<file path="config.mk">
export PLATFORM = sky130hd
export DESIGN_NAME = mem_responder
export DESIGN_NICKNAME = d
export VERILOG_FILES = /design/src/rtl/cpu_mem_pkg.sv /design/src/rtl/io_sync2.sv /design/src/rtl/mem_responder.sv
export SDC_FILE = /design/constraint.sdc
export NUM_CORES = 1
export LEC_CHECK = 0
export BUFFER_PORTS_ARGS = -buffer_cell sky130_fd_sc_hd__buf_2
export CORE_MARGIN = 2
export CORE_UTILIZATION = 50
export CTS_CLUSTER_DIAMETER = 80
export DETAILED_ROUTE_END_ITERATION = 16
export HOLD_SLACK_MARGIN = 0.02
export PLACE_DENSITY = 0.93
export SLEW_MARGIN = 40
export SYNTH_ARGS = -nofsm -noshare
export SYNTH_HDL_FRONTEND = slang
export SYNTH_SLANG_ARGS = --single-unit
</file>
<file path="constraint.sdc">
create_clock -name clk -period 3.72 [get_ports clk]
set_clock_uncertainty 0.2 [all_clocks]
set_input_delay 0 -clock clk [delete_from_list [all_inputs] [get_ports clk]]
set_output_delay 0 -clock clk [all_outputs]
set_load 0.02 [all_outputs]
</file>
<file path="src/rtl/cpu_mem_pkg.sv">
// Shared definitions for the CPU memory responder: FSM encoding and default widths.
// The MMIO address default is only consumed when MMIO_EN is defined.
package cpu_mem_pkg;

    typedef enum logic [2:0] {
        IDLE       = 3'd0,
        RD_ISSUE   = 3'd1,
        RD_CAPTURE = 3'd2,
        WR_ISSUE   = 3'd3,
        RESP       = 3'd4
    } state_t;

    localparam int          DEF_ADDR_W    = 16;
    localparam int          DEF_DATA_W    = 16;
    localparam logic [15:0] DEF_MMIO_ADDR = 16'hFFFF;

endpackage

</file>
<file path="src/rtl/io_sync2.sv">
// Two-flop synchronizer for the asynchronous external input bus.
module io_sync2 #(
    parameter int W = 16
) (
    input  logic         clk,
    input  logic         reset,
    input  logic [W-1:0] d,
    output logic [W-1:0] q
);

    logic [W-1:0] meta;

    always_ff @(posedge clk) begin
        if (reset) begin
            meta <= '0;
            q    <= '0;
        end else begin
            meta <= d;
            q    <= meta;
        end
    end

endmodule

</file>
<file path="src/rtl/mem_responder.sv">
// Single-outstanding CPU-to-synchronous-RAM responder (read: 3 cycles, write: 2 cycles).
// Optional memory-mapped I/O register at MMIO_ADDR when MMIO_EN is defined.
module mem_responder
    import cpu_mem_pkg::*;
#(
    parameter int ADDR_W = DEF_ADDR_W,
    parameter int DATA_W = DEF_DATA_W
`ifdef MMIO_EN
    ,
    parameter logic [ADDR_W-1:0] MMIO_ADDR = ADDR_W'(DEF_MMIO_ADDR)
`endif
) (
    input  logic              clk,
    input  logic              reset,
    input  logic              req_valid,
    input  logic              req_we,
    input  logic [ADDR_W-1:0] req_addr,
    input  logic [DATA_W-1:0] req_wdata,
    output logic              busy,
    output logic              resp_valid,
    output logic [DATA_W-1:0] resp_rdata,
    output logic [ADDR_W-1:0] ram_addr,
    output logic              ram_we,
    output logic [DATA_W-1:0] ram_wdata,
    input  logic [DATA_W-1:0] ram_rdata
`ifdef MMIO_EN
    ,
    input  logic [DATA_W-1:0] io_in,
    output logic [DATA_W-1:0] io_out
`endif
);

    state_t            state, state_nxt;
    logic              mmio_hit;
    logic [DATA_W-1:0] rd_src;

`ifdef MMIO_EN
    logic [DATA_W-1:0] io_q;

    io_sync2 #(.W(DATA_W)) u_io_sync (
        .clk   (clk),
        .reset (reset),
        .d     (io_in),
        .q     (io_q)
    );

    // ram_addr holds the latched request address for the whole operation.
    assign mmio_hit = (ram_addr == MMIO_ADDR);
    assign rd_src   = mmio_hit ? io_q : ram_rdata;

    always_ff @(posedge clk) begin
        if (reset)
            io_out <= '0;
        else if (state == WR_ISSUE && mmio_hit)
            io_out <= ram_wdata;
    end
`else
    assign mmio_hit = 1'b0;
    assign rd_src   = ram_rdata;
`endif

    always_ff @(posedge clk) begin
        if (reset)
            state <= IDLE;
        else
            state <= state_nxt;
    end

    always_comb begin
        state_nxt = state;
        case (state)
            IDLE:       if (req_valid) state_nxt = req_we ? WR_ISSUE : RD_ISSUE;
            RD_ISSUE:   state_nxt = RD_CAPTURE;
            RD_CAPTURE: state_nxt = RESP;
            WR_ISSUE:   state_nxt = RESP;
            RESP:       state_nxt = IDLE;
            default:    state_nxt = IDLE;
        endcase
    end

    always_comb begin
        busy       = (state != IDLE);
        resp_valid = (state == RESP);
        ram_we     = (state == WR_ISSUE) && !mmio_hit;
    end

    // Request latch doubles as the registered RAM address/data drive.
    always_ff @(posedge clk) begin
        if (reset) begin
            ram_addr   <= '0;
            ram_wdata  <= '0;
            resp_rdata <= '0;
        end else begin
            if (state == IDLE && req_valid) begin
                ram_addr  <= req_addr;
                ram_wdata <= req_wdata;
            end
            if (state == RD_CAPTURE)
                resp_rdata <= rd_src;
        end
    end

endmodule
</file>
## Yosys cells after proc, flatten, opt, wreduce, memory -nomap -nowiden

Index checks and enable logic that the tools add are counted.

| storage, ports and cells | value |
|---|---|
| input port bits | 52 |
| output and inout bits | 51 |
| register bits | 51 |
| word-level logic and storage cells | 16 |

| operators by class | value |
|---|---|
| muxes and demuxes | 3 |
| equal/unequal tests | 5 |
| reduce and logical (&&, ||, !) cells | 4 |

Operators with widths:

| operator | number |
|---|---|
| case mux 3 bit (3 select lines) | 1 |
| equality test 3 x 2 -> 1 bit, second input constant | 2 |
| equality test 3 x 1 -> 1 bit, second input constant | 1 |
| equality test 3 bit, second input constant | 1 |
| zero test 3 bit | 1 |
| 2-to-1 mux 3 bit | 1 |
| nonzero test 3 bit | 1 |
| 2-to-1 mux 2 bit | 1 |
| inequality test 2 bit, second input constant | 1 |
| OR reduction 2 bit | 1 |
| logical AND 1 bit | 1 |

## Logic depth before layout (Yosys ltp)

Gate-level depths: netlist (run 1).

| logic depth | value |
|---|---|
| depth after elaboration | 3 |
| mapped depth | 5 |
| depth with buffers taken out | 2 |

## Worst setup path before layout (run 1)

OpenSTA, ideal clock, no wires.

| timing | value |
|---|---|
| path kind | register to register |
| start | register state[2] |
| end | register ram_addr[0] |
| setup slack | 2.352 ns |
| library setup time | 0.072 ns |
| arrival | 1.097 ns |
| data required time | 3.448 ns |
| buffers on the path | 2 |
| cell stages (with the launch flop) | 5 |
| period minus slack after synthesis | 1.368 ns |
| cells stage by stage | dfxtp_1 nor4b_2 buf_6 buf_12 mux2i_1 |

| on the way | value |
|---|---|
| word-level cells in the longest chain between the ends | 2 |

Ends and longest elaborated chain:

| element | RTL line | text |
|---|---|---|
| from (decl) | mem_responder.sv:33 | `state_t state, state_nxt;` |
| from (signal assigned) | mem_responder.sv:66 | `state <= state_nxt;` |
| zero test 3 bit | mem_responder.sv:94 | `if (state == IDLE && req_valid) begin` |
| logical AND 1 bit | mem_responder.sv:94 |  |
| to (signal assigned) | mem_responder.sv:95 | `ram_addr <= req_addr;` |
| to (decl) | mem_responder.sv:22 | `output logic [ADDR_W-1:0] ram_addr,` |

Every way passes these cells.
A chain may end at the register's enable or synchronous reset.

## Worst setup path in the final report (run 1)

| timing | value |
|---|---|
| start | register state[2] |
| end | register ram_wdata[5] |

| on the way | value |
|---|---|
| word-level cells in the longest chain between the ends | 2 |

Ends and longest elaborated chain:

| element | RTL line | text |
|---|---|---|
| zero test 3 bit | mem_responder.sv:94 |  |
| logical AND 1 bit | mem_responder.sv:94 |  |
| to (signal assigned) | mem_responder.sv:96 | `ram_wdata <= req_wdata;` |
| to (decl) | mem_responder.sv:24 | `output logic [DATA_W-1:0] ram_wdata,` |

Every way passes these cells.

==> key figures, run 1 <==
Cells and area
  • Share of post-route cells with drive strength above 1: 30.6%
  • Post-Layout Cell Count: between 400 and 500
  • Area grow syn2layout: 49.3%
  • Register area: between 0.001 and 0.0015 mm^2
  • Commonest non-fill, non-tap cell in the layout: buf_2
  • Most frequent cells in the layout: buf_2 (101), nand2b_1 (96), dlygate4sd3_1 (57)
  • Area of the multi-input gates: between 0.001 and 0.0015 mm^2
  • Final #Nets: ~420
  • FILL cells: 301
  • Ant diodes: 0

Clock tree
  • # Post-CTS Setup Buffers: 0
  • CTS tree: built
  • Post-CTS resize count: 0
  • TritonCTS Buffers: 5
  • Clock slew at reported path FFs: about 0.090 ns
  • Longest Clk Path Bufs: 2
  • # hold bufs at CTS: 57
  • Clock Sinks: 51
  • CTS root buffer: clkbuf_8
  • Worst-Skew Late Latency: 0.29 ns
  • H-tree depth: 2

Route
  • Final WL: approximately 5700 um
  • DRC Markers: 0
  • Initial DRC count: 76
  • ANT nets after route: 0
  • WL per Instance: 13.4 um
  • DR vias: 2,005
  • Avg Vias per Cell: approximately 4.7
  • DR pass1 iterations: 4

Power and ir drop
  • Leak: between 1.5 and 2 nW
  • PD cells: ~360 mW/mm^2
  • Worst vdd ir: roughly 0.21 mV

Synthesis
  • XOR/XNOR Fraction of Synth Area: 0%
  • Register area share after synthesis: 44.2%
  • Yosys reg bits: around 50
  • Fraction of the mapped netlist area in compound gates: 0.217%
  • Yosys warning count: 0
  • Simple-Gate Fraction of Synth Area: 28.9%
  • Mapped Area: 0.00231 mm^2
  • Adder-cell area share of the yosys netlist: 0%
  • Distinct cells, synth: 16
  • Syn Nets: ~270
  • Post-synthesis mux area share: 20.8%
  • Largest family of logic cells by synthesized area: simple AND/OR/NAND/NOR gates
  • Synth Instances: ~220
  • Syn avg cell area: 10.5 um^2

Worst setup path
  • Arrival @ worst endpoint: roughly 2.1 ns
  • CP max FO: 8
  • R2r setup slk: roughly 1.6 ns
  • CP Class: reg -> reg
  • Cells on worst reg2reg path: 3
  • FF-to-FF Start: state[2]
  • Crit. Startpoint: state[2]
  • RR Endpoint: ram_wdata[5]
  • Crit path capture: ram_wdata[5]
  • Required time of the critical path: approximately 3.8 ns
  • Startpoint types: flip-flop
  • Crit end category: flip-flop

STA
  • Final period util: a little under three fifths
  • Setup violators final: 0
  • Setup_tns: 0 ns
  • Pins Over Slew Limit: 0
  • Least-Margin Pin Slew: ~0.66 ns
  • RSZ-0062 raised after global routing: false
  • Final Hold Viols: 0
  • Max-slew headroom: between 50% and 60%
  • Fin crit period: ~2.1 ns
  • Fmax: roughly 480 MHz

Global routing
  • Initial antenna violation count: 0
  • First-pass GRT wire length: 9180 um
  • Largest net degree at the start of global routing: 100
  • Vias in the first global route: just over 2,000
  • GRT Overall Usage: 22.2%
  • Remaining Overflow, GRT: 0

Placement
  • Count of input and output buffers: 102
  • Placed Cells: between 300 and 400
  • DP HPWL: 3020 um
  • Gpl congestion: a little under 0.7

Worst hold path
  • Hold Path Class: in -> reg
  • Hold path cells: 2

Outcome
  • Outcome: finished clean

Die
  • Core Box Area: 0.00441 mm^2
  • Initial Util: 52.4%
  • DIE AREA: slightly above 0.005 mm^2
  • I/O pin count: approximately 100
  • Die width: around 72 um
  • Die height: approximately 72 um
  • Row cnt: 24

Flow run
  • Max Cap Viol: 0
==> cell usage after synthesis <==
library cell	instances	area share [%]
buf_4	1	0.32
buf_2	2	0.43
buf_6	1	0.49
nor3b_1	3	0.97
buf_8	1	0.65
clkbuf_1	9	1.5
nand2b_1	96	26
nor2b_1	1	0.27
and3b_2	1	0.43
nor4b_2	1	0.65
dfxtp_1	51	44
nor4_1	1	0.27
mux2i_1	48	21
buf_12	3	2.6
a21oi_1	1	0.22
or3_1	1	0.27
==> flip-flops by register name, indices dropped and copies added (netlist names) <==
register and cells:
state 3, resp_rdata 16, ram_addr 16, ram_wdata 16
==> kinds of logic after synthesis <==
group,count (synthesis)
AO/OA/AOI/OAI,1
buffers and inverters,17
flip-flops,51
multiplexers,48
AND/OR/NAND/NOR,104
==> power breakdown <==
| part | internal [mW] | switching (mW) |
|---|---|---|
| combinational | 0.146 | 0.135 |
| sequential | 0.584 | 0.0216 |
| clock | 0.170 | 0.172 |
==> cell type report <==
type	instances	share of cell area [%]
Tap cell	52	1.89
Timing Repair Buffer	161	31.8
Multi-Input combinational cell	153	33.8
Clock buffer	8	2.90
Sequential cell	51	29.6
==> metrics by stage <==
stage	total power [mW]	hold WS (ns)	utilization, %	instance area (um^2)	setup WS, ns
2_1_floorplan	0.783	-0.0452	-	2310	2.35
3_3_place_gp	0.840	0.0613	62.9	2780	1.72
3_5_place_dp	0.846	0.0703	63.0	2780	1.69
4_1_cts	1.23	0.0254	78.2	3450	1.64
5_1_grt	1.28	0.0918	78.2	3450	1.46
6_report	1.23	0.0401	78.2	3450	1.63
==> routing by layer <==
metal | part of all wire (%) | up-vias | track usage [%]
met4 | 1.2 | 0 | 6.08
met1 | 41 | 915 | 24.0
met2 | 52 | 71 | 43.5
met3 | 5.8 | 8 | 4.44
met5 | 0 | - | 0
li1 | - | 1011 | -
==> critical path: stages, from the launching register on <==
cell	delay, ns
dfxtp_1	0.39
nor4b_4	0.63
mux2i_1	0.27
dlygate4sd3_1	0.56
==> worst min path at each step <==
stage	start	end	slack (ns)
after floorplan	req_wdata[15]	ram_wdata[15]	-0.05
after global placement	ram_rdata[8]	resp_rdata[8]	0.06
final	reset	state[0]	0.04
after global routing	reset	state[0]	0.09
after CTS	reset	state[0]	0.03
after detailed placement	req_addr[5]	ram_addr[5]	0.07
(Power assumes the default switching activity.)
==> run 2: changes to the inputs <==
--- a/config.mk
+++ b/config.mk
@@ -5,13 +5,14 @@
 export SDC_FILE = /design/constraint.sdc
 export NUM_CORES = 1
 export LEC_CHECK = 0
+export ABC_AREA = 1
 export BUFFER_PORTS_ARGS = -buffer_cell sky130_fd_sc_hd__buf_2
 export CORE_MARGIN = 2
-export CORE_UTILIZATION = 50
+export CORE_UTILIZATION = 47
 export CTS_CLUSTER_DIAMETER = 80
 export DETAILED_ROUTE_END_ITERATION = 16
 export HOLD_SLACK_MARGIN = 0.02
-export PLACE_DENSITY = 0.93
+export PLACE_DENSITY = 0.88
 export SLEW_MARGIN = 40
 export SYNTH_ARGS = -nofsm -noshare
 export SYNTH_HDL_FRONTEND = slang
==> constraint.sdc (replaced) <==
create_clock -name clk -period 2.1 [get_ports clk]
set_clock_uncertainty 0.2 [all_clocks]
set_input_delay 0 -clock clk [delete_from_list [all_inputs] [get_ports clk]]
set_output_delay 0 -clock clk [all_outputs]
set_load 0.02 [all_outputs]
==> run 2 against run 1 <==
  * Sequential share of layout area decreased by 0.63 points
  * Worst setup slack got worse by 1.3 ns
  * Worst hold slack got worse by 0.019 ns
  * Final cell count increased by 34%
  * Non-clock buffer count decreased by 4
  * Maximum frequency increased by 15%
  * Register-to-register slack got worse by 1.3 ns
  * Via count increased by 34%
  * Design area increased by 2.2%
==> key figures, run 2 <==
Synthesis
  • Syn avg cell area: 6.57 um^2 (-37%)
  • Yosys top cell area share: 42.9% (-1.2 points)
  • Dominant cells by area after synthesis: dfxtp_1 (43%), inv_1 (15%), nand2_1 (13%)
  • EDFF count, synth: 0 (unchanged)
  • Largest area contributor in the synthesized netlist: dfxtp_1
  • Syn Nets: 414 (+52%)
  • Yosys warning count: 0 (unchanged)
  • Distinct cells, synth: 15 (-1)
  • Synth Flop Type: dfxtp_1
  • Yosys reg bits: 51 (unchanged)
  • FFs w/ async S/R, synth: 0% (unchanged)
  • Register area share after synthesis: 42.9% (-1.2 points)
  • Synth cell count leaders: inv_1 (97), nand2_1 (82), dfxtp_1 (51)
  • Synth Instances: 362 (+64%)
  • Mapped Area: 0.00238 mm^2 (+2.9%)
  • Most common cell in the synthesized netlist: inv_1

Cells and area
  • Most frequent cells in the layout: buf_2 (102), inv_1 (96), nand2_1 (82)
  • Ant diodes: 0 (unchanged)
  • Area grow syn2layout: 48.3%
  • Commonest non-fill, non-tap cell in the layout: buf_2
  • Largest regs: ram_addr x16, ram_wdata x16, resp_rdata x16
  • FILL cells: 370 (+23%)
  • Share of post-route cells with drive strength above 1: 24.1% (-6.5 points)
  • Post-Layout Cell Count: 570 (+34%)
  • Final #Nets: 554 (+31%)

Global routing
  • Remaining Overflow, GRT: 0 (unchanged)
  • Initial antenna violation count: 0 (unchanged)
  • Vias in the first global route: 2,489 (+20%)
  • GRT Overall Usage: 23.5% (+1.3 points)
  • Largest net degree at the start of global routing: 52 (-48%)
  • First-pass GRT wire length: 10,300 um (+12%)

Worst setup path
  • Cells along the critical path: inv_2 > buf_4 > nand3_2 > nand2_1 > a21oi_1
  • Critical path's top delay family: simple AND/OR/NAND/NOR gates
  • Bufs and invs on worst path: 2 (+1)
  • Arrival @ worst endpoint: 1.80 ns (-0.34 ns)
  • Slowest stage delay, CP: 0.45 ns (-0.18 ns)
  • Critical path's slowest cell: buf_4
  • Crit end category: flip-flop
  • Startpoint types: flip-flop
  • Required time of the critical path: 2.08 ns (-1.68 ns)
  • CP Class: reg -> reg
  • CP max FO: 51 (+43)

Placement
  • Count of input and output buffers: 102 (unchanged)
  • Placed Cells: 512 (+42%)
  • DP HPWL: 3820 um (+27%)
  • Gpl congestion: 0.810 (+17%)

Power and ir drop
  • Int Power: 1.71 mW (+90%)
  • Combinational power share: 27.3% (+4.4 points)
  • PD cells: 701 mW/mm^2 (+97%)
  • Psw: 760 uW (+130%)
  • Sw frac: 30.8% (+4.0 points)
  • Clk pwr share: 28.3% (+0.4 points)
  • Leak: 2.01 nW (+25%)
  • Flop pwr share: 44.4% (-4.9 points)
  • Worst vdd ir: 0.410 mV (+96%)

Die
  • Initial Util: 49.7% (-2.7 points)
  • Row cnt: 25 (+4.2%)
  • DIE AREA: 0.00564 mm^2 (+8.9%)
  • Die width: 75.1 um (+4.4%)
  • I/O pin count: 103 (unchanged)
  • Die height: 75.1 um (+4.4%)
  • Core Box Area: 0.00479 mm^2 (+8.4%)

STA
  • Max-slew headroom: 63.9% (+8.1 points)
  • Setup_tns: 0 ns (unchanged)
  • Fin crit period: 1.82 ns (-0.274 ns)
  • RSZ-0062 raised after global routing: false
  • Final period util: 86.7% (+30 points)
  • Least-Margin Pin Slew: 0.541 ns (-0.122 ns)
  • Setup violators final: 0 (unchanged)
  • Fmax: 549 MHz (+15%)
  • Pins Over Slew Limit: 0 (unchanged)
  • Final Hold Viols: 0 (unchanged)

Route
  • DRC Markers: 0 (unchanged)
  • Final WL: 6770 um (+19%)
  • Avg Vias per Cell: 4.72 (about the same)
  • DR pass1 iterations: 6 (+2)
  • DR vias: 2,689 (+34%)
  • Initial DRC count: 127 (+67%)
  • WL per Instance: 11.9 um (-11%)
  • ANT nets after route: 0 (unchanged)

Outcome
  • Outcome: finished clean

Worst hold path
  • Hold Path Class: in -> reg

Clock tree
  • Longest Clk Path Bufs: 2 (unchanged)
  • H-tree depth: 2 (unchanged)
  • Clock slew at reported path FFs: 0.09 ns (about the same)
  • # Post-CTS Setup Buffers: 0 (unchanged)
  • CTS root buffer: clkbuf_8
  • Worst-Skew Late Latency: 0.29 ns (about the same)
  • Clock Sinks: 51 (unchanged)
  • TritonCTS Buffers: 5 (unchanged)
  • CTS tree: built

Flow run
  • Max Cap Viol: 0 (unchanged)
## run 2: power by group through the flow
stage	Clock, mW	Sequential [mW]	Combinational (mW)
after detailed placement	0	1.12	0.596
final	0.699	1.10	0.674
after global placement	0	1.12	0.585
after global routing	0.753	1.11	0.750
after CTS	0.722	1.10	0.669
after floorplan	0	1.22	0.307
## run 2: final cells by class
cell class	count	area [um^2]	area share, %
Clock inverter	2	35.0	0.994
Multi-Input combinational cell	188	871	24.7
Timing Repair Buffer	157	1060	30.1
Sequential cell	51	1020	29.0
Clock buffer	6	82.6	2.34
Inverter	99	372	10.5
Tap cell	67	83.8	2.38
## run 2: per-layer routing
metal	part of all wire, %	GRT usage (%)	up-vias	wire [um]
li1	-	-	1363	-
met3	5.7	5.89	20	384
met4	2.5	9.33	0	172
met1	39	24.7	1198	2650
met5	0	0	-	0
met2	53	44.4	108	3560
## run 2: path summary, 6_finish.rpt
kind | from | to | slack [ns] | depth (start not counted)
worst max-delay path | state[0] | resp_rdata[14] | 0.28 | 5
worst min-delay path | req_valid | state[0] | 0.02 | 3
worst max register to register | state[0] | resp_rdata[14] | 0.28 | 5
worst min register to register | resp_rdata[10] | resp_rdata[10] | 0.27 | 2
## run 2: what timing repair did
item / in CTS / in global routing
gates resized for setup: 0 / 0
hold buffers: 50 / 0
hold endpoints to repair: 51 / 0
## run 2: worst reg2reg max path, cell delays in order, from the launching register on
cell     delay (ns)
dfxtp_1        0.34
inv_2          0.07
buf_4          0.45
nand3_2        0.40
nand2_1        0.17
a21oi_1        0.08
## run 2: kinds of logic (layout without fill, tap and decap cells)
group | count (synthesis) | in the layout | share of synthesized area (%)
simple gates | 171 | 171 | 32.9
buf+inv | 123 | 264 | 20.4
flops | 51 | 51 | 42.9
compound gates | 17 | 17 | 3.68
## run 2: through the flow
stage          util (%)  total power, mW  setup slack, ns  cell area [um^2]  hold WS, ns
6_report           73.7             2.47            0.279              3530       0.0215
5_1_grt            73.7             2.61            0.183              3530       0.0420
4_1_cts            73.7             2.49            0.297              3530       0.0226
3_3_place_gp       60.8             1.70            0.368              2910       0.0517
2_1_floorplan         -             1.53            0.761              2380      -0.0350
3_5_place_dp       60.8             1.71            0.312              2910       0.0642
